`src/rtl/i2c_pkg.sv`:
```
// Shared types for the I2C transaction arbiter: FSM states, completion status codes, field widths.
package i2c_pkg;

  localparam int I2C_ADDR_W = 7;
  localparam int I2C_BYTE_W = 8;

  typedef enum logic [2:0] {
    S_IDLE  = 3'd0,
    S_ISSUE = 3'd1,
    S_WAIT  = 3'd2,
    S_GAP   = 3'd3,
    S_RESP  = 3'd4
  } state_t;

  typedef enum logic [1:0] {
    ST_OK      = 2'b00,
    ST_NACK    = 2'b01,
    ST_TIMEOUT = 2'b10
  } status_t;

endpackage

```
`src/rtl/rr_arbiter_onehot.sv`:
```
// Combinational round-robin picker: first set request at or after i_ptr, wrapping modulo N.
module rr_arbiter_onehot #(
  parameter int N     = 3,
  parameter int IDX_W = $clog2(N)
) (
  input  logic [N-1:0]     i_req,
  input  logic [IDX_W-1:0] i_ptr,
  output logic [N-1:0]     o_gnt_onehot,
  output logic [IDX_W-1:0] o_idx
);

  int   cand;
  logic found;

  always_comb begin
    o_gnt_onehot = '0;
    o_idx        = '0;
    found        = 1'b0;
    cand         = 0;
    for (int i = 0; i < N; i++) begin
      // ptr + i never exceeds 2N-2, so one conditional subtract wraps it.
      cand = int'(i_ptr) + i;
      if (cand >= N) cand = cand - N;
      if (!found && i_req[cand]) begin
        found              = 1'b1;
        o_gnt_onehot[cand] = 1'b1;
        o_idx              = IDX_W'(cand);
      end
    end
  end

endmodule

```
`src/rtl/i2c_txn_arbiter.sv`:
```
// Shares one byte-level I2C master among N_REQ requesters: round-robin grant, command latch,
// NACK retry with bus-free gap, WAIT watchdog, and status/read-data return to the winner.
module i2c_txn_arbiter
  import i2c_pkg::*;
#(
  parameter int N_REQ       = 3,
  parameter int MAX_RETRY   = 2,
  parameter int RETRY_GAP   = 1000,
  parameter int TIMEOUT_CYC = 65535
) (
  input  logic                        i_clk,
  input  logic                        i_rst_n,
  input  logic [N_REQ-1:0]            i_req,
  input  logic [N_REQ-1:0]            i_rw,
  input  logic [I2C_ADDR_W*N_REQ-1:0] i_addr,
  input  logic [I2C_BYTE_W*N_REQ-1:0] i_word,
  input  logic [I2C_BYTE_W*N_REQ-1:0] i_wdata,
  output logic [N_REQ-1:0]            o_gnt,
  output logic [N_REQ-1:0]            o_done,
  output logic [1:0]                  o_status,
  output logic [I2C_BYTE_W-1:0]       o_rdata,
  output logic                        o_m_start,
  output logic                        o_m_rw,
  output logic [I2C_ADDR_W-1:0]       o_m_addr,
  output logic [I2C_BYTE_W-1:0]       o_m_word,
  output logic [I2C_BYTE_W-1:0]       o_m_wdata,
  input  logic                        i_m_busy,
  input  logic                        i_m_done,
  input  logic                        i_m_nack,
  input  logic [I2C_BYTE_W-1:0]       i_m_rdata
);

  localparam int IDX_W = $clog2(N_REQ);
  localparam int RTY_W = $clog2(MAX_RETRY + 2);
  localparam int GAP_W = $clog2(RETRY_GAP + 1);
  localparam int TMO_W = 16;

  state_t                  state;
  logic [IDX_W-1:0]        ptr;
  logic [IDX_W-1:0]        idx_q;
  logic [RTY_W-1:0]        retry_cnt;
  logic [GAP_W-1:0]        gap_cnt;
  logic [TMO_W-1:0]        tmo_cnt;

  logic [N_REQ-1:0]        arb_gnt;
  logic [IDX_W-1:0]        arb_idx;
  logic                    sel_rw;
  logic [I2C_ADDR_W-1:0]   sel_addr;
  logic [I2C_BYTE_W-1:0]   sel_word;
  logic [I2C_BYTE_W-1:0]   sel_wdata;

  rr_arbiter_onehot #(
    .N     (N_REQ),
    .IDX_W (IDX_W)
  ) u_arb (
    .i_req        (i_req),
    .i_ptr        (ptr),
    .o_gnt_onehot (arb_gnt),
    .o_idx        (arb_idx)
  );

  // The one-hot grant doubles as the field-select, so no index arithmetic is needed here.
  always_comb begin
    sel_rw    = 1'b0;
    sel_addr  = '0;
    sel_word  = '0;
    sel_wdata = '0;
    for (int k = 0; k < N_REQ; k++) begin
      if (arb_gnt[k]) begin
        sel_rw    = i_rw[k];
        sel_addr  = i_addr[k*I2C_ADDR_W +: I2C_ADDR_W];
        sel_word  = i_word[k*I2C_BYTE_W +: I2C_BYTE_W];
        sel_wdata = i_wdata[k*I2C_BYTE_W +: I2C_BYTE_W];
      end
    end
  end

  always_ff @(posedge i_clk or negedge i_rst_n) begin
    if (!i_rst_n) begin
      state     <= S_IDLE;
      ptr       <= '0;
      idx_q     <= '0;
      retry_cnt <= '0;
      gap_cnt   <= '0;
      tmo_cnt   <= '0;
      o_gnt     <= '0;
      o_done    <= '0;
      o_status  <= ST_OK;
      o_rdata   <= '0;
      o_m_start <= 1'b0;
      o_m_rw    <= 1'b0;
      o_m_addr  <= '0;
      o_m_word  <= '0;
      o_m_wdata <= '0;
    end else begin
      o_m_start <= 1'b0;
      o_done    <= '0;
      case (state)
        S_IDLE: begin
          if (|i_req) begin
            o_gnt     <= arb_gnt;
            idx_q     <= arb_idx;
            o_m_rw    <= sel_rw;
            o_m_addr  <= sel_addr;
            o_m_word  <= sel_word;
            o_m_wdata <= sel_wdata;
            state     <= S_ISSUE;
          end
        end
        S_ISSUE: begin
          if (!i_m_busy) begin
            o_m_start <= 1'b1;
            tmo_cnt   <= '0;
            state     <= S_WAIT;
          end
        end
        S_WAIT: begin
          // A done that coincides with the last watchdog cycle takes priority.
          if (i_m_done) begin
            if (!i_m_nack) begin
              o_status <= ST_OK;
              o_rdata  <= o_m_rw ? i_m_rdata : '0;
              o_done   <= o_gnt;
              state    <= S_RESP;
            end else if (retry_cnt < RTY_W'(MAX_RETRY)) begin
              retry_cnt <= retry_cnt + 1'b1;
              gap_cnt   <= '0;
              state     <= S_GAP;
            end else begin
              o_status <= ST_NACK;
              o_rdata  <= '0;
              o_done   <= o_gnt;
              state    <= S_RESP;
            end
          end else if (tmo_cnt == TMO_W'(TIMEOUT_CYC - 1)) begin
            o_status <= ST_TIMEOUT;
            o_rdata  <= '0;
            o_done   <= o_gnt;
            state    <= S_RESP;
          end else begin
            tmo_cnt <= tmo_cnt + 1'b1;
          end
        end
        S_GAP: begin
          if (gap_cnt == GAP_W'(RETRY_GAP - 1)) state <= S_ISSUE;
          else gap_cnt <= gap_cnt + 1'b1;
        end
        S_RESP: begin
          o_gnt     <= '0;
          ptr       <= (idx_q == IDX_W'(N_REQ - 1)) ? '0 : idx_q + 1'b1;
          retry_cnt <= '0;
          state     <= S_IDLE;
        end
        default: state <= S_IDLE;
      endcase
    end
  end

endmodule

```
`config.mk`:
```
export PLATFORM = sky130hd
export DESIGN_NAME = i2c_txn_arbiter
export DESIGN_NICKNAME = d
export VERILOG_FILES = /design/src/rtl/i2c_pkg.sv /design/src/rtl/rr_arbiter_onehot.sv /design/src/rtl/i2c_txn_arbiter.sv
export SDC_FILE = /design/constraint.sdc
export NUM_CORES = 1
export LEC_CHECK = 0
export CAP_MARGIN = 15
export CORE_ASPECT_RATIO = 0.7
export CORE_MARGIN = 1
export CORE_UTILIZATION = 51
export DETAILED_ROUTE_END_ITERATION = 12
export GPL_TIMING_DRIVEN = 0
export PLACE_DENSITY_LB_ADDON = 0.15
export SYNTH_ARGS = -nofsm -noshare
export SYNTH_HDL_FRONTEND = slang
export SYNTH_SLANG_ARGS = --single-unit
```
`constraint.sdc`:
```
create_clock -name i_clk -period 3.48 [get_ports i_clk]
set_input_delay 0.522 -clock i_clk [delete_from_list [all_inputs] [get_ports i_clk]]
set_output_delay 0.522 -clock i_clk [all_outputs]
set_load 0.02 [all_outputs]
```
==> summary by stage, run 1 <==
Drt
The post-detailed-route via-to-cell ratio is 5.59. The number of nets still failing antenna checks after routing is 0. In the routed design, unresolved DRC markers number 0. The detailed-router iteration count before antenna repair is 5. The final layout contains routed wiring with a total length of ~11000 um.

The number of vias in the routed layout is ~3700. The mean routed wirelength per cell is roughly 17 um. After the first detailed-routing iteration, the DRC count stood at roughly 210.

STA
The final sum of negative setup slack is 0 ps. Setup violations remaining at the end of the flow were counted as 0. The worst clock skew is 8.80 ps.

After layout, the worst path uses 72.6% of the clock period. The final count of pins violating max slew came to 0. The final count of hold timing violations came to 0.

In this run the tightest slew margin relative to its limit is roughly 45%. For this run, the top clock speed supported by timing is 396 MHz. At the pin with the least slew margin, the transition time is 820 ps. Setup repair after global routing left no endpoint under its margin.

The final critical path time including I/O delays and setup is between 2000 and 3000 ps.

Clocking
TritonCTS built the clock tree. After clock tree synthesis, the clock-pin slew on the worst setup and hold paths is 60 ps. The H-tree generated during clock tree synthesis spans 3 levels.

The worst-skew pair later-pin latency is 330 ps. The number of CTS-inserted buffers is 9. The number of hold buffers added after cts is 0. The cell sitting at the root of the clock tree is a clkbuf_16. After clock tree synthesis, the repair step resized 0 gates. Counting along the longest clock path gives a buffer depth of 2. The clock sink count is 76. Buffers added to address setup during post-CTS repair amount to 0.

Critical path
The critical path startpoint category is a register. The startpoint of the most critical setup path is ptr[0]. On the worst path, the slowest cell contributes a delay of 440 ps. The kind of cell with the highest combined delay along the critical path is compound AO/OA/AOI/OAI gates.

Walking the worst path, the cells encountered are inv_1 > ha_1 > nand2b_1 > o32a_1 > o21bai_2 > clkbuf_1 > nand2_1 > a31oi_1. STA classifies the critical path endpoint as a register. Data on the critical path arrives at its endpoint at 2770 ps. The kind of critical path is register to register.

The sum of buffers and inverters on the critical path is 2. The startpoint of the worst-slack reg-to-reg timing path is ptr[0]. The slowest stage cell on the critical path is clkbuf_1.

The data required time of the worst path is 3720 ps. Of all nets on the critical path, the largest fanout is 10.

Synth
Sorting the synthesized cells by area gives the leading types as dfrtp_1 (46%), o2bb2ai_1 (5.1%), nand2_1 (4.5%). The number of nets in the synthesized netlist is 524. The distinct cell type count of the synthesized netlist is between 40 and 50. Of all cell types, the one taking the most synthesized area is dfrtp_1. The synthesis-stage register bit count is 76.

The most used flip-flop cell after synthesis is dfrtp_1. Of the post-synthesis cell area, the dominant cell type holds 46.4%. After synthesis, the most frequently instantiated cells are dfrtp_1 (76), nand2_1 (49), inv_1 (35). A synthesized cell averages 9.55 um2.

The total of warnings raised by yosys is 0. Summing every instance area after synthesis gives 0.00410 mm2. The number of enable-type register cells in the synthesized netlist is 0. In the post-synthesis netlist, the cell with the most instances is dfrtp_1.

The cell count after synthesis came out at roughly 430. Of all flip-flops after synthesis, the portion carrying an async set or reset was 100%. The sequential share of the synthesized area is a little under half.

Power
Summed over all cells, the static leakage comes to 2.50 nW. In this run the power density over the cells is 801 mW/mm2. IR analysis of the VDD net gives a maximum drop of 0.000542 V.

The total power is 0.00465 W.

Die
In this run the count of I/O pins placed on the die edge is 129. Once the floorplan was initialized, standard cells occupied 54.3% of the core. The floorplan row count is 26. The die covers ~0.0084 mm2. The area of the placeable core is 0.00755 mm2. From bottom edge to top edge, the die measures 77.0 um.

The die outline width is 109 um.

GRT
For this run, the total global-route usage over all layers was measured as 28.2%. The number of global-route vias before repair is 3925. The first-pass GRT wire length is 18300 um. Entering global routing, the biggest net connects 55 pins. Summed over all layers, the global routing overflow is 0.

The number of antenna violations at the first check in global routing is 0.

Run status
The flow ran to the end, and the final reports show no timing, DRC or antenna violations.

Final layout
After routing the design area is 0.00581 mm2. 0 antenna diodes ended up in the layout. The post-layout instance count excluding filler cells is 670. The number of filler instances in the final layout is 525. At the end of the flow, the number of nets in the layout was 662.

From synthesis to final layout, the design area changed by 41.8%. Measured on the finished design, the core utilization comes to 77.0%. Of the cells placed in the final design, the portion with a size suffix greater than 1 is about 8.4%.

Placed design
The number of port buffers is 126. The number of instances in the placed design is 654. The post-DP HPWL is 7970 um. The final estimated routing congestion in global placement is 0.866. After detailed placement, the total cell area comes to about 0.0055 mm2.

Flow run
The tool flagged a number of max-cap violations equal to 0.

Min path
The classification of the worst-slack hold path is primary input to asynchronous set/reset pin.
## sequential cells by signal, indices dropped and copies added, names as in the netlist
| register | cells |
|---|---|
| gap_cnt | 10 |
| idx_q | 2 |
| o_done | 3 |
| o_gnt | 3 |
| o_m_addr | 7 |
| o_m_rw | 1 |
| o_m_start | 1 |
| o_m_wdata | 8 |
| o_m_word | 8 |
| o_rdata | 8 |
| o_status | 2 |
| ptr | 2 |
| retry_cnt | 2 |
| state | 3 |
| tmo_cnt | 16 |
## kinds of logic (layout without fill, tap and decap cells)
group / count (synthesis) / in the layout / share of synthesized area [%]
compound gates: 93 / 93 / 16.6
xor+xnor: 23 / 23 / 4.92
fa+ha+maj: 7 / 7 / 2.14
buf+inv: 59 / 202 / 7.18
flops: 76 / 76 / 46.4
mux: 5 / 5 / 1.31
simple gates: 166 / 166 / 21.4
## power by group
part | switching (W) | total (W) | internal, W
logic | 0.00126 | 0.00229 | 0.00103
registers | 0.000216 | 0.00142 | 0.00120
clock network | 0.000368 | 0.000946 | 0.000578
## layout by cell type (no fill, tap or decap), types with 5 or more instances in the layout
cell type,Yosys,final
nand3_1,31,31
clkdlybuf4s50_1,0,125
a21oi_1,9,9
inv_1,35,35
nand2b_1,5,5
xor2_1,19,19
and2_1,5,5
nand2_1,49,49
ha_1,7,7
nor2_1,33,33
buf_6,7,7
a31oi_1,24,24
dfrtp_1,76,76
nand4_1,6,6
nor3_1,5,5
o21ai_0,13,13
buf_2,7,7
a22o_1,8,8
nand3b_1,5,5
clkbuf_16,0,9
and4_1,5,5
o2bb2ai_1,24,24
clkbuf_1,7,8
and3_1,6,6
## worst register-to-register path: cells and delay by family (launching register included)
kind | cells | cell delay (ps)
AOI/OAI and AO/OA | 3 | 830
adders and majority gates | 1 | 410
buffers and inverters | 2 | 530
DFF | 1 | 370
and+or+nand+nor | 2 | 310
## final timing paths
| kind | end | slack (ps) | depth (start not counted) |
|---|---|---|---|
| max in group asynchronous | o_m_word[6] | 2820 | 2 |
| min in group i_clk | idx_q[1] | 510 | 2 |
| worst max-delay path | o_m_addr[5] | 950 | 8 |
| worst max register to register | o_m_addr[5] | 950 | 8 |
| worst min register to register | idx_q[1] | 510 | 2 |
| worst min-delay path | o_m_word[0] | 100 | 1 |
## per-stage QoR
stage | setup slack (ps) | hold WS [ps]
after floorplan | 1420 | 226
after global placement | -746 | 470
after detailed placement | 832 | 454
after CTS | 957 | 101
after global routing | 764 | 119
final | 955 | 101
## final cells by class
type	instances	area [um2]	area share (%)
Sequential cell	76	1900	32.7
Multi-Input combinational cell	294	1900	32.7
Timing Repair Buffer	127	1290	22.1
Clock buffer	11	243	4.18
Buffer	24	163	2.80
Inverter	35	131	2.26
Tap cell	98	123	2.11
Clock inverter	5	60.1	1.03
## per-layer routing
| metal | global-route usage [%] | part of all wire [%] | up-vias |
|---|---|---|---|
| li1 | - | - | 1782 |
| met2 | 46.6 | 48 | 147 |
| met1 | 36.5 | 44 | 1809 |
| met4 | 6.62 | 1.2 | 0 |
| met5 | 0 | 0 | - |
| met3 | 7.99 | 6.7 | 10 |
No activity file was read; power rests on OpenSTA's default activity.
==> run 2: changes to the inputs <==
--- a/config.mk
+++ b/config.mk
@@ -8,7 +8,7 @@
 export CAP_MARGIN = 15
 export CORE_ASPECT_RATIO = 0.7
 export CORE_MARGIN = 1
-export CORE_UTILIZATION = 51
+export CORE_UTILIZATION = 47
 export DETAILED_ROUTE_END_ITERATION = 12
 export GPL_TIMING_DRIVEN = 0
 export PLACE_DENSITY_LB_ADDON = 0.15
==> constraint.sdc (replaced) <==
create_clock -name i_clk -period 2.42 [get_ports i_clk]
set_input_delay 0.363 -clock i_clk [delete_from_list [all_inputs] [get_ports i_clk]]
set_output_delay 0.363 -clock i_clk [all_outputs]
set_load 0.02 [all_outputs]
==> run 2 against run 1 <==
Against the previous run:
- global-route usage shrank 2.7 points
- worst hold slack gained 350 ps
- critical path depth grew 1
- power grew 46%
- clock skew shrank 2.3 ps
- die area grew 8.3%
- final cell count grew 3.1%
- via count shrank 0.37%
- critical path type unchanged
- critical endpoint is now o_m_wdata[2]
- largest cell class is now multi-input gates
==> summary by stage, run 2 (synthesized netlist as in run 1, its figures left out) <==
Run status
The flow ran to the end, and the final reports show no timing, DRC or antenna violations.

Die
The die is 114 um wide. After floorplanning, the core was divided into 28 placement rows. The initial core utilization is between 40 and 50%.

The count of boundary I/O pins is 129. The area of the placeable core is roughly 0.0084 mm2. In this run the vertical extent of the chip is roughly 80 um. The die outline area is 0.00910 mm2.

Placed design
The worst setup timing slack at the placement stage is -111 ps. The number of port buffers is 126. The HPWL after detailed placement is between 8000 and 9000 um. The congestion estimate from routability-driven global placement came to just over 0.8. Summing all placed instances gives a cell area of 0.00553 mm2.

Clocking
The cell chosen for the clock root is clkbuf_16. The maximum buffer depth of the clock tree is 2. Clock-pin slew was measured on the worst setup and hold paths at roughly 60 ps. At the later pin of the worst-skew pair, clock insertion delay measures 340 ps.

For this design, the sink count on the clock tree is between 70 and 80. TritonCTS built the clock tree. In this run, CTS created clock tree buffers numbering 9. The H-tree was split into 3 levels.

STA
Counting I/O delays and the setup requirement, the final critical path takes 2300 ps. The final worst hold slack is 454 ps. The final count of pins violating max slew came to 0. The final worst-path cycle share is 94.9%. The worst pin sits at a relative slew slack of 38.2%. The final count of hold timing violations was 0. The worst path meets setup with 123 ps of slack. Between clock sinks in the finished design, the worst skew comes to 6.49 ps.

The highest achievable clock rate is 435 MHz. Setup repair after global routing left no endpoint under its margin. The actual slew at the worst max-slew pin is 920 ps. The total of endpoints with negative setup slack in the final report is 0.

Critical path
Along the worst path, the maximum fanout reaches 10. The critical path startpoint category is a register. The data required time of the worst path is 2640 ps. STA classifies the critical path endpoint as a register. The worst setup path is of the register to register kind. The critical path data arrival time is 2510 ps.

GRT
Summed over all layers, the global routing overflow is 0. In the global route stage, overall resource usage came out at 25.5%. The number of antenna violations at the first check in global routing was 0. The first global-routing pass estimated 17700 um of wire. Entering global routing, the biggest net connects 45 pins. The number of global-route vias before repair was 3668.

Power
For this design the ratio of total power to cell area is approximately 1200 mW/mm2. The switching power summed over all nets is 0.00268 W. The maximum vdd drop is 0.000646 V. The net switching fraction of the power is 39.4%. The proportion of power drawn by flip-flops and latches is about 30%. The total power is 0.00682 W. The clock network is responsible for between 20% and 30% of the overall power. For this design the static power due to leakage is 2.52 nW. The internal power contribution is just over 0.004 W. The fraction of power consumed by combinational cells is between 40% and 50%.

Final layout
The number of nets in the final layout is 663. The register with the most flip-flops in the layout has 16 of them. The antenna diode count is 0. Leaving out fill and tap cells, the most frequent cells in the layout are clkdlybuf4s50_1 (125), dfrtp_1 (76), nand2_1 (49). The share of post-route cells with drive strength above 1 is ~8.9%. After routing the design area is 0.00587 mm2. The final core utilization is 69.5%.

The relative area change from synthesis to final layout is 43.3%. The register bank with the most flops is tmo_cnt. The largest registers in the layout are tmo_cnt: 16 flops, gap_cnt: 10 flops.

The most common cell after layout, fill and taps aside is clkdlybuf4s50_1.

Drt
The detailed-route wire length is ~11000 um. The mean routed wirelength per cell is 16.1 um. The DRC marker count from the first detailed-route iteration is ~230. In the routed layout, each cell is associated on average with a via count of around 5.4.

The number of vias in the routed layout is 3734. The number of DRC violations after detailed routing is 0. The number of nets still failing antenna checks after routing is 0. The pre-antenna-repair detailed-routing pass consisted of 4 iterations.

Flow run
Across the run, the number of max-cap violations was 0.

Min path
The classification of the worst-slack hold path is primary input to register.
-- run 2: cell count changes in the layout (fill, tap and decap cells not counted) --
cell           before  now
buf_2               7    5
bufinv_16           1    2
clkbuf_1            8    5
clkbuf_4            0    4
clkbuf_8            1    0
clkinv_2            1    2
clkinvlp_4          1    0
dlygate4sd3_1       0    1
ha_1                7    5
ha_2                0    2
inv_6               1    0
o21bai_2            1    0
o21bai_4            0    1
-- run 2: final cells by class --
| cell class | count | area (um2) |
|---|---|---|
| Buffer | 24 | 175 |
| Tap cell | 120 | 150 |
| Inverter | 35 | 131 |
| Clock inverter | 5 | 78.8 |
| Multi-Input combinational cell | 294 | 1910 |
| Timing Repair Buffer | 128 | 1300 |
| Sequential cell | 76 | 1900 |
| Clock buffer | 9 | 225 |
| Fill cell | 667 | 2570 |
-- run 2: path summary, 6_finish.rpt --
kind | start | cells past startpoint | slack (ps) | end
max in group asynchronous | i_rst_n | 3 | 1330 | gap_cnt[0]
worst max register to register | ptr[0] | 9 | 120 | o_m_wdata[2]
worst min-delay path | i_m_done | 3 | 450 | o_status[0]
min in group asynchronous | i_rst_n | 2 | 510 | o_m_addr[3]
worst min register to register | o_rdata[6] | 1 | 500 | o_rdata[6]
worst max-delay path | ptr[0] | 9 | 120 | o_m_wdata[2]
-- run 2: stage by stage --
step                      setup TNS [ps]  instances
after detailed placement           -1490        676
final                                  0        691
after CTS                              0        691
after global placement           -131770        675
after floorplan                        0        429
after global routing                   0        691
-- run 2: layer usage --
metal  vias up  track usage (%)  wire length, um
met5         -                0                0
met4         0             9.21              223
met3        25             7.77              750
met2       118             40.2             4980
met1      1814             33.3             5200
li1       1777                -                -
-- run 2: power groups by stage --
stage | Sequential [W] | Clock (W) | Combinational [W]
2_1_floorplan | 0.00238 | 0 | 0.00162
6_report | 0.00204 | 0.00142 | 0.00335
5_1_grt | 0.00209 | 0.00149 | 0.00363
3_5_place_dp | 0.00204 | 0 | 0.00329
3_3_place_gp | 0.00203 | 0 | 0.00321
4_1_cts | 0.00203 | 0.00144 | 0.00331
-- run 2: repair_timing --
item	in CTS	in global routing
hold buffers	1	0
endpoints found under the hold margin	32	0
setup buffers	0	0
setup endpoints to repair	20	22
resized for setup	2	9
-- run 2: critical path: stages (launching register included) --
cell and delay [ps]:
dfrtp_1 400, inv_1 120, ha_2 330, nand2b_1 170, o32a_1 360, o21ba_2 230
buf_2 160, clkbuf_4 200, nand3_1 100, a31oi_1 100
==> patch 1, RTL diff (config.mk and constraints of run 1) <==
Set the parameter `TIMEOUT_CYC` to 32767 (it was 65535).
--- a/src/rtl/i2c_txn_arbiter.sv
+++ b/src/rtl/i2c_txn_arbiter.sv
@@ -6,7 +6,7 @@
   parameter int N_REQ       = 3,
   parameter int MAX_RETRY   = 2,
   parameter int RETRY_GAP   = 1000,
-  parameter int TIMEOUT_CYC = 65535
+  parameter int TIMEOUT_CYC = 32767
 ) (
   input  logic                        i_clk,
   input  logic                        i_rst_n,
Formal check against the unedited RTL: same outputs for any inputs over 4 cycles, from zero or initial values and one cycle with i_rst_n low; that may be too few to reach the edited logic, so the function may still have changed.
==> patch 1 against run 1 <==
  * Design area increased by 0.19%
  * Sequential cell count unchanged
  * Critical path type unchanged
  * Total power decreased by 2.8%
  * Critical path depth is the same
  * Critical endpoint is now o_m_word[2]$_DFFE_PN0P_
  * Wire length rose by 3.9%
  * Area after synthesis increased by 0.46%
  * Worst setup slack lost 0.011 ns
  * Global-route usage is 1.5 points higher
  * Clock skew about the same
  * Non-clock buffer count is 1 higher
  * Die area increased by 0.45%
==> patch 1: results (changes against run 1) <==
- Status: complete, no violations
- Met1 WL: 4939 um (+1.8%)
- Post-Syn Nets: 521 (-0.57%)
- DP HPWL: 8505 um (+6.7%)
- VDD IR max: 426.9 uV (-21%)
- Largest net degree at the start of global routing: 58 (+5.5%)
- Net switching power: 1.840 mW (-0.39%)
- Global routing met2 resource utilization: 0.4824 (+0.01635)
- Avg Cell Area, Syn: 9.660 um2 (+1.2%)
- WL met3: 702 um (-4.9%)
- Power Clock: 887 uW (-6.2%)
- Routed vias/inst: 5.678 (+1.5%)
- Post-route setup slack: 0.9437 ns (-0.01085 ns)
- Gr usage total: 0.2970 (+0.01483)
- Nets@finish: 660 (-0.30%)
- DP Area: 0.005534 mm2 (+0.52%)
- Final wirelength: 11,530 um (+3.9%)
- Vias in the first global route: 3,916 (-0.23%)
- Commonest cells post-synth: dfrtp_1 (76), nand2_1 (47), inv_1 (35), nand3_1 (32), nor2_1 (30)
- Worst r2r path cells: 8 (unchanged)
- Layout cells sized above 1: 0.09825 (+0.01433)
- Fin Hold WS: 0.08568 ns (-0.01529 ns)
- Synth Flop Type: dfrtp_1
- First-pass GRT wire length: 18,920 um (+3.4%)
- Crit path DAT: 2.78 ns (about the same)
- Met3 usage: 0.06803 (-0.01190)
- Final Non-Filler Cells: 668 (-0.30%)
- IO Port Bufs: 127 (+0.79%)
- Critical path endpoint: o_m_word[2]$_DFFE_PN0P_
- Routability congestion estimate: 0.8715 (+0.64%)
- Iter 0 DRT Violations: 237 (+12%)
- Leakage: 2.484 nW (-0.74%)
- Clock Skew: 0.008416 ns (-0.0003846 ns)
- Post-synthesis cell type count: 53 (+10%)
- Met2 WL: 5631 um (+4.8%)
- P_int: 2.686 mW (-4.3%)
- Dpl ws: 0.7643 ns (-0.06775 ns)
- GR Util met1: 0.3879 (+0.02334)
- Seq/Total Area, Yosys: 0.4621 (-0.002117)
- Largest cells by area after synthesis: dfrtp_1 (46%), o2bb2ai_1 (5.1%), nand2_1 (4.3%), nand3_1 (3.9%), a31oi_1 (3.6%)
==> patch 1: changes by cell type after synthesis, sizes merged, moves of 2 or more <==
cell,change
xor2,-3
and3,-4
clkbuf,-2
xnor2,+2
nand2,-2
o21ai,+2
buf,+2
==> patch 1: cell families (layout without fill, tap and decap cells) <==
kind of cell | Yosys count | in the layout | synth area share
compound gates | 93 | 93 | 0.1645
fa+ha+maj | 7 | 7 | 0.02128
mux | 6 | 6 | 0.01581
xor+xnor | 22 | 22 | 0.04682
simple gates | 163 | 163 | 0.2195
flops | 76 | 76 | 0.4621
buf+inv | 59 | 203 | 0.06993
==> patch 1: final cells by class <==
class | instances | area, um2
multi-input combinational | 291 | 1926
sequential | 76 | 1902
fill | 546 | 1728
timing repair buffer | 128 | 1296
clock buffer | 10 | 239.0
buffer | 24 | 156.4
inverter | 35 | 131.4
tap | 98 | 122.6
clock inverter | 6 | 46.29
==> patch 2, RTL diff (flow settings as in run 1) <==
Without the edit above. Register the output `o_status` once more; this adds one clock of latency there. The other outputs are not delayed to match.
--- a/src/rtl/i2c_txn_arbiter.sv
+++ b/src/rtl/i2c_txn_arbiter.sv
@@ -34,6 +34,8 @@
   localparam int RTY_W = $clog2(MAX_RETRY + 2);
   localparam int GAP_W = $clog2(RETRY_GAP + 1);
   localparam int TMO_W = 16;
+
+  logic [1:0] o_status_s0;
 
   state_t                  state;
   logic [IDX_W-1:0]        ptr;
@@ -85,7 +87,7 @@
       tmo_cnt   <= '0;
       o_gnt     <= '0;
       o_done    <= '0;
-      o_status  <= ST_OK;
+      o_status_s0 <= ST_OK;
       o_rdata   <= '0;
       o_m_start <= 1'b0;
       o_m_rw    <= 1'b0;
@@ -118,7 +120,7 @@
           // A done that coincides with the last watchdog cycle takes priority.
           if (i_m_done) begin
             if (!i_m_nack) begin
-              o_status <= ST_OK;
+              o_status_s0 <= ST_OK;
               o_rdata  <= o_m_rw ? i_m_rdata : '0;
               o_done   <= o_gnt;
               state    <= S_RESP;
@@ -127,13 +129,13 @@
               gap_cnt   <= '0;
               state     <= S_GAP;
             end else begin
-              o_status <= ST_NACK;
+              o_status_s0 <= ST_NACK;
               o_rdata  <= '0;
               o_done   <= o_gnt;
               state    <= S_RESP;
             end
           end else if (tmo_cnt == TMO_W'(TIMEOUT_CYC - 1)) begin
-            o_status <= ST_TIMEOUT;
+            o_status_s0 <= ST_TIMEOUT;
             o_rdata  <= '0;
             o_done   <= o_gnt;
             state    <= S_RESP;
@@ -156,5 +158,9 @@
     end
   end
 
+  always_ff @(posedge i_clk) begin
+    o_status <= o_status_s0;
+  end
+
 endmodule
 
Check against the original RTL: same outputs for any inputs over 4 cycles, from zero or initial values and one cycle with i_rst_n low; that may be too few to reach the edited logic, so the function may still have changed.
==> patch 2 against run 1 <==
  * Worst setup slack better by 0.051 ns
  * Wire length is 2.5% lower
  * Area after synthesis is 2.3% lower
  * Total power is 6.4% lower
  * Die area is 2.2% lower
  * Clock power is 19% lower
  * Sequential cell count is 2 higher
  * Non-clock buffer count stayed put
  * Register-to-register slack better by 0.13 ns
  * Design area is 2.8% lower
  * Sequential share of layout area is 1.7 points higher
  * Critical endpoint is now o_m_word[1]$_DFFE_PN0P_
  * Largest cell class unchanged
==> patch 2: results (changes against run 1) <==
- Status: complete, no violations
- Hold Crit Class: in -> async
- Antenna cells: 0 (unchanged)
- Leakage: 2.303 nW (-8.0%)
- First-pass GRT wire length: 17,850 um (-2.4%)
- Post-Syn Nets: 524 (unchanged)
- Yosys warnings: 0 (unchanged)
- VDD IR max: 488.1 uV (-9.9%)
- Iter 0 DRT Violations: 255 (+20%)
- Avg Cell Area, Syn: 9.333 um2 (-2.3%)
- Routed vias/inst: 5.714 (+2.1%)
- R2R Setup Slk: 1.08 ns (+0.13 ns)
- Cts bufs inserted: 9 (unchanged)
- Clock root cell: clkbuf_8
- Worst r2r path cells: 8 (unchanged)
- Post-CTS setup buffers: 0 (unchanged)
- Headroom to the max-slew limit: 0.4215 (-0.02784)
- Cts repair resizes: 0 (unchanged)
- DP HPWL: 8098 um (+1.6%)
- Layout cells sized above 1: 0.08551 (+0.001599)
- Initial antenna violation count: 0 (unchanged)
- Final Non-Filler Cells: 671 (+0.15%)
- R2R Path Start: ptr[0]$_DFFE_PN0P_
- Fin Hold WS: 0.1052 ns (+0.004220 ns)
- Clk buf depth: 2 (unchanged)
- Vias in the first global route: 3,639 (-7.3%)
- Clock Skew: 0.006046 ns (-0.002754 ns)
- FFs w/ async S/R, synth: 0.9744 (-0.02564)
- Largest net degree at the start of global routing: 46 (-16%)
- Largest cells by area after synthesis: dfrtp_1 (48%), nand2_1 (5.6%), nand3_1 (4.0%), nor2_1 (3.9%), a31oi_1 (3.8%)
- Worst r2r dst: o_m_word[4]$_DFFE_PN0P_
- Post-synthesis cell type count: 57 (+19%)
- Clk_lat worst skew: 0.36 ns (+0.03 ns)
- Slowest cell on crit path: clkdlybuf4s50_1
- DR pass1 iterations: 5 (unchanged)
- Biggest registers after layout: tmo_cnt x16, gap_cnt x10
- Seq/Total Area, Yosys: 0.4850 (+0.02074)
- Critical path endpoint: o_m_word[1]$_DFFE_PN0P_
- CP Launch Point: i_req[1]
- Post-placement cell count: 655 (+0.15%)
- IO Port Bufs: 127 (+0.79%)
- Delay-heaviest family, CP: buffers and inverters
- Maximum fanout along the worst path: 10 (unchanged)
- Htree depth: 3 (unchanged)
- Synth Flop Type: dfrtp_1
- Routability congestion estimate: 0.8626 (-0.39%)
- Commonest cells post-synth: dfrtp_1 (76), nand2_1 (60), nor2_1 (42), nand3_1 (32), a31oi_1 (24)
- Crit path DAT: 2.75 ns (-0.02 ns)
- DP Area: 0.005423 mm2 (-1.5%)
- Delay of the slowest critical-path stage: 0.54 ns (+0.10 ns)
- Final wirelength: 10,820 um (-2.5%)
- Reg clk slew, reported paths: 0.08 ns (+0.02 ns)
- Gr usage total: 0.2802 (-0.001974)
-- patch 2: changes by cell type after synthesis, moves of 4 or more --
cell,delta
xor2_1,-7
xnor2_1,+4
inv_1,-25
a22o_1,-8
nand2_1,+11
and3_1,-4
nand2b_1,-5
o21ai_0,+10
o22ai_1,+23
nor2_1,+9
o2bb2ai_1,-24
-- patch 2: layer usage --
metal	part of all wire	vias up	wire length (um)	track usage
met2	0.46	152	4935	0.4205
met1	0.45	1845	4825	0.3884
met5	0	-	0	0
met3	0.073	26	787	0.07528
li1	-	1811	-	-
met4	0.025	0	274	0.1027
-- patch 2: area by class of cell --
type / count / area (um2)
Buffer: 23 / 141.4
Sequential cell: 78 / 1942
Clock inverter: 6 / 85.08
Inverter: 11 / 41.29
Tap cell: 98 / 122.6
Fill cell: 542 / 1804
Clock buffer: 10 / 137.6
Timing Repair Buffer: 128 / 1296
Multi-Input combinational cell: 317 / 1879
-- patch 2: cell families (layout without fill, tap and decap cells) --
kind of cell / count (synthesis) / in the layout / synth area share
fa+ha+maj: 7 / 7 / 0.02187
simple gates: 185 / 185 / 0.2291
buf+inv: 34 / 178 / 0.04562
xor+xnor: 20 / 20 / 0.04375
flops: 78 / 78 / 0.4850
compound gates: 100 / 100 / 0.1603
mux: 5 / 5 / 0.01437
-- patch 2: power breakdown --
group | internal, mW | switching (mW)
clock | 0.421 | 0.342
sequential | 1.21 | 0.190
combinational | 0.984 | 1.21
-- patch 2: stage by stage --
stage               worst slack [ns]  power [mW]
floorplan                      1.438       2.727
global placement             -0.7766       3.509
detailed placement            0.6936       3.590
CTS                            1.051       4.361
global route                  0.8181       4.629
finish                         1.006       4.356
